`src/rtl/mc6502_intr_seq.sv`:
```
// rtl/mc6502_intr_seq.sv - mc6502 RESET/NMI/IRQ/BRK sequencer: dummy read, push PCH/PCL/P, set I, fetch vector.
// Optional MC6502_INTR_SYNC_EN adds two-flop synchronisers on NMI_N and IRQ_N.
module mc6502_intr_seq #(
  parameter logic [7:0] P_VEC_NMI = 8'hfa,
  parameter logic [7:0] P_VEC_RES = 8'hfc,
  parameter logic [7:0] P_VEC_IRQ = 8'hfe
) (
  input  logic       CLK,
  input  logic       RES_N,
  input  logic       NMI_N,
  input  logic       IRQ_N,
  input  logic       I_FLAG,
  input  logic       INSTR_DONE,
  input  logic       BRK_REQ,
  output logic       BUSY,
  output logic [2:0] STEP,
  output logic [1:0] AB_SEL,
  output logic [7:0] VEC_LO,
  output logic [2:0] DB_OUT_SRC,
  output logic       WR,
  output logic       S_DEC,
  output logic       B_FLAG,
  output logic       DL_WE,
  output logic       SET_I,
  output logic       PC_LOAD
);

  typedef enum logic [2:0] {
    S_IDLE     = 3'd0,
    S_T1       = 3'd1,
    S_T2       = 3'd2,
    S_T3       = 3'd3,
    S_T4       = 3'd4,
    S_T5       = 3'd5,
    S_T6       = 3'd6,
    S_RST_WAIT = 3'd7
  } state_t;

  typedef enum logic [1:0] {
    K_RESET = 2'd0,
    K_NMI   = 2'd1,
    K_IRQ   = 2'd2,
    K_BRK   = 2'd3
  } kind_t;

  state_t     state, state_nxt;
  kind_t      kind, kind_nxt;
  logic [7:0] vec, vec_nxt;
  logic       nmi_pend, nmi_clr;
  logic       nmi_q;
  logic       nmi_s, irq_s;
  logic       nmi_edge;

`ifdef MC6502_INTR_SYNC_EN
  logic [1:0] nmi_sync, irq_sync;

  always_ff @(posedge CLK or negedge RES_N) begin
    if (!RES_N) begin
      nmi_sync <= 2'b11;
      irq_sync <= 2'b11;
    end else begin
      nmi_sync <= {nmi_sync[0], NMI_N};
      irq_sync <= {irq_sync[0], IRQ_N};
    end
  end

  assign nmi_s = nmi_sync[1];
  assign irq_s = irq_sync[1];
`else
  assign nmi_s = NMI_N;
  assign irq_s = IRQ_N;
`endif

  assign nmi_edge = nmi_q & ~nmi_s;

  always_comb begin
    state_nxt = state;
    kind_nxt  = kind;
    vec_nxt   = vec;
    nmi_clr   = 1'b0;
    case (state)
      S_RST_WAIT: begin
        state_nxt = S_T1;
        kind_nxt  = K_RESET;
      end
      S_IDLE: begin
        // Interrupts only at an instruction boundary; they outrank a same-cycle BRK.
        if (INSTR_DONE && nmi_pend) begin
          state_nxt = S_T1;
          kind_nxt  = K_NMI;
        end else if (INSTR_DONE && !irq_s && !I_FLAG) begin
          state_nxt = S_T1;
          kind_nxt  = K_IRQ;
        end else if (BRK_REQ) begin
          state_nxt = S_T1;
          kind_nxt  = K_BRK;
        end
      end
      S_T1: state_nxt = S_T2;
      S_T2: state_nxt = S_T3;
      S_T3: state_nxt = S_T4;
      S_T4: begin
        state_nxt = S_T5;
        // Vector is chosen here so a late NMI can hijack an IRQ/BRK in flight.
        if (kind == K_RESET) begin
          vec_nxt = P_VEC_RES;
        end else if (kind == K_NMI || nmi_pend) begin
          vec_nxt = P_VEC_NMI;
          nmi_clr = 1'b1;
        end else begin
          vec_nxt = P_VEC_IRQ;
        end
      end
      S_T5:    state_nxt = S_T6;
      S_T6:    state_nxt = S_IDLE;
      default: state_nxt = S_IDLE;
    endcase
  end

  always_ff @(posedge CLK or negedge RES_N) begin
    if (!RES_N) begin
      state      <= S_RST_WAIT;
      kind       <= K_RESET;
      vec        <= 8'h00;
      nmi_pend   <= 1'b0;
      nmi_q      <= 1'b1;
      BUSY       <= 1'b1;
      STEP       <= 3'd0;
      AB_SEL     <= 2'd0;
      VEC_LO     <= 8'h00;
      DB_OUT_SRC <= 3'd0;
      WR         <= 1'b0;
      S_DEC      <= 1'b0;
      B_FLAG     <= 1'b0;
      DL_WE      <= 1'b0;
      SET_I      <= 1'b0;
      PC_LOAD    <= 1'b0;
    end else begin
      state    <= state_nxt;
      kind     <= kind_nxt;
      vec      <= vec_nxt;
      nmi_q    <= nmi_s;
      nmi_pend <= nmi_edge | (nmi_pend & ~nmi_clr);

      // Outputs are decoded from the next state so they line up with the state register.
      BUSY       <= (state_nxt != S_IDLE);
      STEP       <= (state_nxt == S_RST_WAIT) ? 3'd0 : state_nxt;
      AB_SEL     <= 2'd0;
      VEC_LO     <= 8'h00;
      DB_OUT_SRC <= 3'd0;
      WR         <= 1'b0;
      S_DEC      <= 1'b0;
      B_FLAG     <= 1'b0;
      DL_WE      <= 1'b0;
      SET_I      <= 1'b0;
      PC_LOAD    <= 1'b0;
      case (state_nxt)
        S_T2, S_T3, S_T4: begin
          AB_SEL <= 2'd1;
          S_DEC  <= 1'b1;
          WR     <= (kind_nxt != K_RESET);
          if (state_nxt == S_T2) DB_OUT_SRC <= 3'd6;
          else if (state_nxt == S_T3) DB_OUT_SRC <= 3'd5;
          else begin
            DB_OUT_SRC <= 3'd4;
            B_FLAG     <= (kind_nxt == K_BRK);
          end
        end
        S_T5: begin
          AB_SEL <= 2'd2;
          VEC_LO <= vec_nxt;
          DL_WE  <= 1'b1;
          SET_I  <= 1'b1;
        end
        S_T6: begin
          AB_SEL  <= 2'd2;
          VEC_LO  <= {vec_nxt[7:1], 1'b1};
          PC_LOAD <= 1'b1;
        end
        default: ;
      endcase
    end
  end

endmodule
```
`config.mk`:
```
export PLATFORM = sky130hd
export DESIGN_NAME = mc6502_intr_seq
export DESIGN_NICKNAME = d
export VERILOG_FILES = /design/src/rtl/mc6502_intr_seq.sv
export SDC_FILE = /design/constraint.sdc
export NUM_CORES = 1
export LEC_CHECK = 0
export ABC_AREA = 1
export CORE_MARGIN = 2
export CORE_UTILIZATION = 36
export DETAILED_ROUTE_END_ITERATION = 6
export SYNTH_ARGS = -nofsm -noshare
export SYNTH_HDL_FRONTEND = slang
export SYNTH_SLANG_ARGS = --single-unit
```
`constraint.sdc`:
```
create_clock -name CLK -period 1.6 [get_ports CLK]
set_clock_uncertainty 0.1 [all_clocks]
set_input_delay 0.4 -clock CLK [delete_from_list [all_inputs] [get_ports CLK]]
set_output_delay 0.4 -clock CLK [all_outputs]
set_load 0.02 [all_outputs]
```
* Yosys cells after proc, flatten, opt, wreduce, memory -nomap -nowiden
Cells that the tools add are included.
** Operators by class
- Equal/unequal tests :: 15
- Multiplexer cells :: 27
- Bitwise operators :: 5
- Reduce and logical (&&, ||, !) cells :: 12
** Operator list (count)
- $eq 3x3->1 const B :: 8
- $pmux 3 s8 :: 1
- $mux 3 :: 7
- $pmux 8 s2 :: 1
- $eq 3x2->1 const B :: 4
- $mux 1 :: 11
- $mux 2 :: 4
- $mux 8 :: 1
- $pmux 2 s2 :: 2
- $eq 3x1->1 const B :: 1
- $logic_and 1x1->1 :: 3
- $logic_not 3->1 :: 1
- $reduce_bool 3->1 :: 1
- $reduce_or 3->1 :: 1
- $and 1x1->1 :: 2
- $eq 2x1->1 const B :: 1
- $eq 2x2->1 const B :: 1
- $logic_not 1->1 :: 2
- $logic_not 2->1 :: 1
- $not 1->1 :: 2
- $reduce_bool 2->1 :: 1
- $reduce_or 2->1 :: 1
- $logic_or 1x1->1 :: 1
- $or 1x1->1 :: 1
** Storage, ports and cells
- Register bits after elaboration :: 37
- Input bits :: 7
- Output and inout bits :: 23
- Word-level logic and storage cells :: 74

* Logic depth before layout (Yosys ltp)
Gate-level depths: netlist of run 1.
- Depth after elaboration :: 10
- Gate-level depth with buffers :: 8
- Depth with buffers taken out :: 7

* Worst setup path before layout of run 1
OpenSTA, ideal clock, no wires.
- Path kind :: flip-flop to flip-flop
- Start :: register state[1]
- End :: register VEC_LO[2]
- Setup time :: 123 ps
- Arrival :: 1092 ps
- Required time :: 1377 ps
- Setup slack :: 286 ps
- Cell stages (with the launch flop) :: 7
- Buffers on the path :: 0
- Clock period less this slack :: 1314 ps
- Cells stage by stage :: dfstp_2 > nor2_2 > nand2_2 > inv_2 > or2_1 > o21ai_2 > nor2_1
** On the way
- Word-level cells in the longest chain between the ends :: 6
- Elaborated cells between the ends (all ways) :: 16
- Classes of those cells :: eq/ne: 9; mux: 6; reduce/logical: 1
** Ends and longest elaborated chain
- from (decl) :: RTL line 46 : state_t state, state_nxt;
- from (signal assigned) :: RTL line 139 : state <= state_nxt;
- $mux 3 :: RTL line 94 : end else if (BRK_REQ) begin
- $mux 3 :: RTL line 91 : end else if (INSTR_DONE && !irq_s && !I_FLAG) begin
- $mux 3 :: RTL line 88 : if (INSTR_DONE && nmi_pend) begin
- $pmux 3 s8 :: RTL line 81 : case (state)
- $eq 3x3->1 :: RTL line 157 : case (state_nxt)
- $pmux 8 s2 (*) :: RTL line 157
- to (signal assigned) :: RTL line 171 : VEC_LO <= vec_nxt;
- to (signal assigned) :: RTL line 177 : VEC_LO <= {vec_nxt[7:1], 1'b1};
- to (decl) :: RTL line 18 : output logic [7:0] VEC_LO,
Mark *: on every way between the ends. The rest lies on a longest branch, timed or not.

* Worst setup path after layout of run 1
- Start :: register STEP[0]
- End :: output port STEP[0]
** RTL lines
- from (decl) :: RTL line 16 : output logic [2:0] STEP,
- from (signal assigned) :: RTL line 147 : STEP <= (state_nxt == S_RST_WAIT) ? 3'd0 : state_nxt;
No word-level cell between the ends.

==> results of run 1 <==
## flip-flops by register name (all words and copies together) (netlist names), 2 cells and up
name        cells
kind            2
VEC_LO          8
vec             7
state           3
STEP            3
DB_OUT_SRC      3
AB_SEL          2
## kinds of logic after synthesis
logic type | Yosys count
flops | 35
buf+inv | 28
simple gates | 54
compound gates | 15
## per-stage QoR
step / utilization / power (W)
2_1_floorplan: - / 0.002353
3_5_place_dp: 0.4923 / 0.003022
4_1_cts: 0.5066 / 0.003483
6_report: 0.5066 / 0.003421
3_3_place_gp: 0.4923 / 0.002993
5_1_grt: 0.5066 / 0.003689
## worst paths after layout
kind	start	end	slack, ps	cells past startpoint
max	STEP[0]	STEP[0]	60	1
min	RES_N	STEP[0]	320	2
max reg2reg	state[0]	VEC_LO[1]	200	6
min reg2reg	vec[6]	vec[6]	360	2
max in group asynchronous	RES_N	nmi_q	840	2
min in group CLK	vec[6]	vec[6]	360	2
## layout make-up
class | instances | area (um2) | area share
Clock buffer | 5 | 37.54 | 0.02169
Clock inverter | 3 | 43.79 | 0.02531
Inverter | 25 | 93.84 | 0.05423
Multi-Input combinational cell | 69 | 315.3 | 0.1822
Sequential cell | 35 | 882.1 | 0.5098
Tap cell | 46 | 57.56 | 0.03326
Timing Repair Buffer | 33 | 300.3 | 0.1735
## synthesized netlist by cell type, drive strengths merged
master / number
or2: 1
nor2: 14
nor3: 2
nand3: 4
nand3b: 1
dfrtp: 30
a21oi: 8
buf: 3
inv: 25
and2: 1
nand2: 31
dfstp: 5
o21ai: 7
## power by group through the flow
stage | sequential (W) | clock (W) | combinational (W)
floorplan | 0.00166 | 0 | 0.000690
global placement | 0.00140 | 0 | 0.00159
detailed placement | 0.00142 | 0 | 0.00160
CTS | 0.00139 | 0.000650 | 0.00144
global route | 0.00143 | 0.000678 | 0.00158
finish | 0.00138 | 0.000626 | 0.00141
## layer usage
metal / routed length (um) / global-route usage / vias to the layer above
li1: - / - / 469
met1: 1014 / 0.1545 / 425
met2: 1088 / 0.2057 / 28
met3: 128 / 0.04688 / 4
met4: 42 / 0.06915 / 0
met5: 0 / 0 / -
## timing repair
| item | 4_1_cts | 5_1_grt |
|---|---|---|
| setup endpoints to repair | 23 | 0 |
| gates resized for setup | 26 | 0 |
| hold buffers | 0 | 0 |
==> impl_metrics.csv, run 1 <==
group,metric,value,unit
status,status,"complete, no violations",
power,comb_power_share,0.413,
sta,tns,0,ps
synthesis,synthXorXnorAreaFrac,0,
worst_setup_path,crit_arrival,1040,ps
die,start_util,0.3857,
route,drc_errors,0,
clocking,cts_tree,"done",
finish,drive_above_1_share,0.1647,
finish,final_cell_area,1730,um2
sta,setup_ws,60.43,ps
finish,stdcell_count,216,
die,num_rows,21,
synthesis,synth_top_family_by_area,"simple AND/OR/NAND/NOR gates",
synthesis,syn_nets,139,
die,die_x,64.50,um
place,numPortBuffers,29,
synthesis,synth-simple-area-share,0.1766,
die,ioPinCount,30,
synthesis,synth_cell_types,21,
sta,rsz0062_at_grt,"false",
sta,fmax,649.5,MHz
synthesis,synth_warnings,0,
global_route,grt_max_degree,36,
worst_setup_path,cp_top_family,"flip-flops",
power,p_switching,0.001344,W
sta,setup_viol,0,
die,dieArea,4160,um2
route,vias,926,
synthesis,synth-seq-area-share,0.6695,
finish,layout_commonest_cell,"dfrtp_1",
power,vdd.ir_drop.worst,0.7511,mV
route,drt-initial-drc-count,36,
clocking,clockRootBuffer,"clkbuf_4",
synthesis,yosysTopAreaCellShare,0.5698,
place,dp_slack,-146.0,ps
clocking,clk_latency,330,ps
clocking,post_cts_buffers,0,
die,coreArea,3416,um2
sta,slew-limit-headroom,0.6801,
clocking,cts_sinks,35,
sta,finalCritPeriodShare,0.9622,
min_path,hp-class,"in -> async",
worst_setup_path,cp-end-kind,"output pin",
finish,nFillCells,342,
synthesis,avgSynthCellArea,9.981,um2
synthesis,netlist_area,1318,um2
worst_setup_path,worstPathRequired,1100,ps
global_route,antenna_found_initial,0,
global_route,grt_usage,0.1298,
worst_setup_path,crit_type,"reg -> out",
route,antenna_left,0,
sta,fin_crit,1540,ps
power,p_per_area,1977,nW/um2
route,post_drt_wl_per_cell,10.53,um
finish,area_growth,31.34,%
synthesis,ys_ff_latch,35,
sta,tightest_slew,474.8,ps
global_route,grt_pass1_vias,953,
synthesis,synth_compound_area_frac,0.06268,
finish,most-common-layout-cells,"dfrtp_1, nand2_1, inv_1, dlygate4sd2_1, nor2_1",
global_route,overflow,0,
worst_setup_path,crit_buf_inv,1,
finish,final_nets,176,
place,place_congestion,0.8445,
sta,hold_viol,0,
worst_setup_path,crit_chain,"dlygate4sd2_1",
route,drt_pass1_iterations,4,
die,die_h,64.50,um
finish,diodes,0,
synthesis,synthAdderAreaFrac,0,
power,p_leak,0.9720,nW
worst_setup_path,crit_fanout,1,
synthesis,synth_top_cell_by_area,"dfrtp_1",
worst_setup_path,slowest_stage,"dfrtp_1",
clocking,cts_buffers,5,
power,p_sw_frac,0.3928,
worst_setup_path,cp-start-kind,"flop",
global_route,grt_pass1_wl,4071,um
sta,whs,319.3,ps
synthesis,netlist_instances,132,
power,clockPowerShare,0.183,
place,place_area,1682,um2
place,dp_cells,208,
clocking,htree_levels,2,
place,dp_hpwl,1679,um
synthesis,synth.area.top_cells,"dfrtp_1, dfstp_2, nand2_1",
run,drv_cap,0,
worst_setup_path,cpPeakStageDelay,390,ps
clocking,clock_path_buffers,2,
route,viasPerCell,4.287,
power,p_int,0.002077,W
route,routed_wl,2274,um
synthesis,synth.area.mux_share,0,
sta,drv_slew,0,
clocking,cts.clk_slew.worst_paths,110,ps
power,seqPwrFrac,0.404,
No activity file was read; power rests on OpenSTA's default activity.
==> run 2: changes to the inputs <==
PLACE_DENSITY = 0.59   (was not set)
==> run 2 against run 1 <==
  * Core utilization shrank 0.59 points
  * Critical endpoint unchanged
  * Via count is 0.54% higher
  * Die area did not move
  * Power is 3.7% lower
  * Maximum frequency is 0.55% higher
  * First-iteration DRC count increased by 11%
  * Count of clock-buffer cells in the layout rose by 2
  * Sequential share of layout area rose by 0.60 points
==> impl_metrics.csv, run 2 (same netlist as run 1, synthesis figures left out) <==
group,metric,value,unit
route,drc_errors,0,
power,p_int,0.001959,W
die,die_h,64.50,um
finish,stdcell_count,216,
clocking,cts.clk_slew.worst_paths,100,ps
route,antenna_left,0,
finish,layout_commonest_cell,"dfrtp_1",
power,vdd.ir_drop.worst,0.5655,mV
place,dp_cells,208,
worst_setup_path,crit_arrival,1030,ps
global_route,grt_pass1_wl,4057,um
sta,rsz0062_at_grt,"false",
global_route,grt_max_degree,36,
place,dp_hpwl,1698,um
run,drv_cap,0,
die,num_rows,21,
power,p_sw_frac,0.4053,
power,comb_power_share,0.425,
global_route,overflow,0,
clocking,cts_sinks,35,
die,start_util,0.3857,
route,drt-initial-drc-count,40,
clocking,cts_buffers,5,
sta,setup_ws,68.90,ps
sta,fin_crit,1531,ps
power,seqPwrFrac,0.426,
route,viasPerCell,4.310,
power,clockPowerShare,0.149,
clocking,clockRootBuffer,"clkbuf_4",
worst_setup_path,worstPathRequired,1100,ps
sta,drv_slew,0,
worst_setup_path,crit_type,"reg -> out",
clocking,clock_path_buffers,2,
power,power,0.003294,W
worst_setup_path,cpPeakStageDelay,380,ps
status,status,"complete, no violations",
min_path,hp-class,"in -> async",
finish,diodes,0,
route,vias,931,
finish,largest_reg_flops,8,
worst_setup_path,cp-start-kind,"flop",
die,die_x,64.50,um
die,dieArea,4160,um2
global_route,grt_usage,0.1334,
route,drt_pass1_iterations,4,
die,ioPinCount,30,
place,place_congestion,0.8456,
place,dp_slack,-106.5,ps
power,p_leak,0.9584,nW
sta,fmax,653.1,MHz
clocking,postCtsHoldBufs,0,
worst_setup_path,slowest_stage,"dfrtp_1",
sta,setup_viol,0,
sta,hold_viol,0,
power,p_switching,0.001335,W
worst_setup_path,cp_top_family,"flip-flops",
global_route,grt_pass1_vias,914,
die,coreArea,3416,um2
clocking,cts_tree,"done",
sta,finalCritPeriodShare,0.9569,
global_route,antenna_found_initial,0,
worst_setup_path,crit_buf_inv,1,
worst_setup_path,crit_fanout,1,
sta,tightest_slew,454.1,ps
place,numPortBuffers,29,
worst_setup_path,crit_chain,"dlygate4sd2_1",
finish,most-common-layout-cells,"dfrtp_1, nand2_1, inv_1",
clocking,htree_levels,2,
finish,area_growth,29.82,%
worst_setup_path,setup.reg_to_reg.worst_slack,150,ps
finish,final_nets,176,
sta,slew-limit-headroom,0.6940,
route,post_drt_wl_per_cell,10.74,um
route,routed_wl,2319,um
worst_setup_path,cp-end-kind,"output pin",
finish,top_regs,"VEC_LO x8, vec x7",
clocking,clk_latency,330,ps
finish,drive_above_1_share,0.1588,
power,p_per_area,1926,nW/um2
finish,largest_register,"VEC_LO",
[run 2: changes by cell type in the layout (fill, tap and decap cells not counted), sizes merged]
cell	delta
bufinv	-1
dlygate4sd2	-1
clkbuf	+2
clkdlybuf4s15	+1
clkinv	-1
[run 2: routing by layer]
layer | wire length [um] | track usage | up-vias | share of wire
li1 | - | - | 472 | -
met1 | 1037 | 0.1577 | 429 | 0.45
met2 | 1079 | 0.2044 | 22 | 0.47
met3 | 122 | 0.05208 | 8 | 0.053
met4 | 78 | 0.08245 | 0 | 0.034
met5 | 0 | 0 | - | 0
[run 2: per-stage QoR]
stage                     utilization  hold WS (ps)  TNS (ps)  cell area (um2)
after floorplan                     -         4.409         0             1318
after global placement         0.4923         334.3    -175.2             1682
after detailed placement       0.4923         339.2    -362.6             1682
after CTS                      0.5004         314.3         0             1709
after global routing           0.5007         311.5         0             1710
final                          0.5007         317.5         0             1710
[run 2: cell type report]
type,count,area [um2]
sequential,35,882.1
clock inverter,1,5.005
clock buffer,7,55.05
tap,46,57.56
multi-input combinational,69,315.3
timing repair buffer,33,301.5
inverter,25,93.84
fill,347,1705
[run 2: power groups by stage]
stage	combinational (W)	sequential, W	clock, W
after floorplan	0.000690	0.00166	0
after global placement	0.00157	0.00142	0
after detailed placement	0.00159	0.00144	0
after CTS	0.00143	0.00141	0.000512
after global routing	0.00157	0.00144	0.000566
final	0.00140	0.00140	0.000492
[run 2: worst paths after layout]
path / startpoint / endpoint / cells after the start
hold / removal: RES_N / STEP[2] / 2
min in group CLK: vec[3] / vec[3] / 2
max in group asynchronous: RES_N / state[1] / 2
setup reg to reg: state[0] / VEC_LO[2] / 6
hold reg to reg: vec[3] / vec[3] / 2
setup / recovery: STEP[0] / STEP[0] / 1
[run 2: what timing repair did]
action / in CTS / in global routing
resized for setup: 26 / 1
setup endpoints to repair: 23 / 1
setup buffers: 0 / 0
==> run 3: changes to the inputs <==
HOLD_SLACK_MARGIN = 0.12   (was not set)
==> results of run 3 <==
Same layout as run 2: the final DEF is identical, and so are final timing and power.
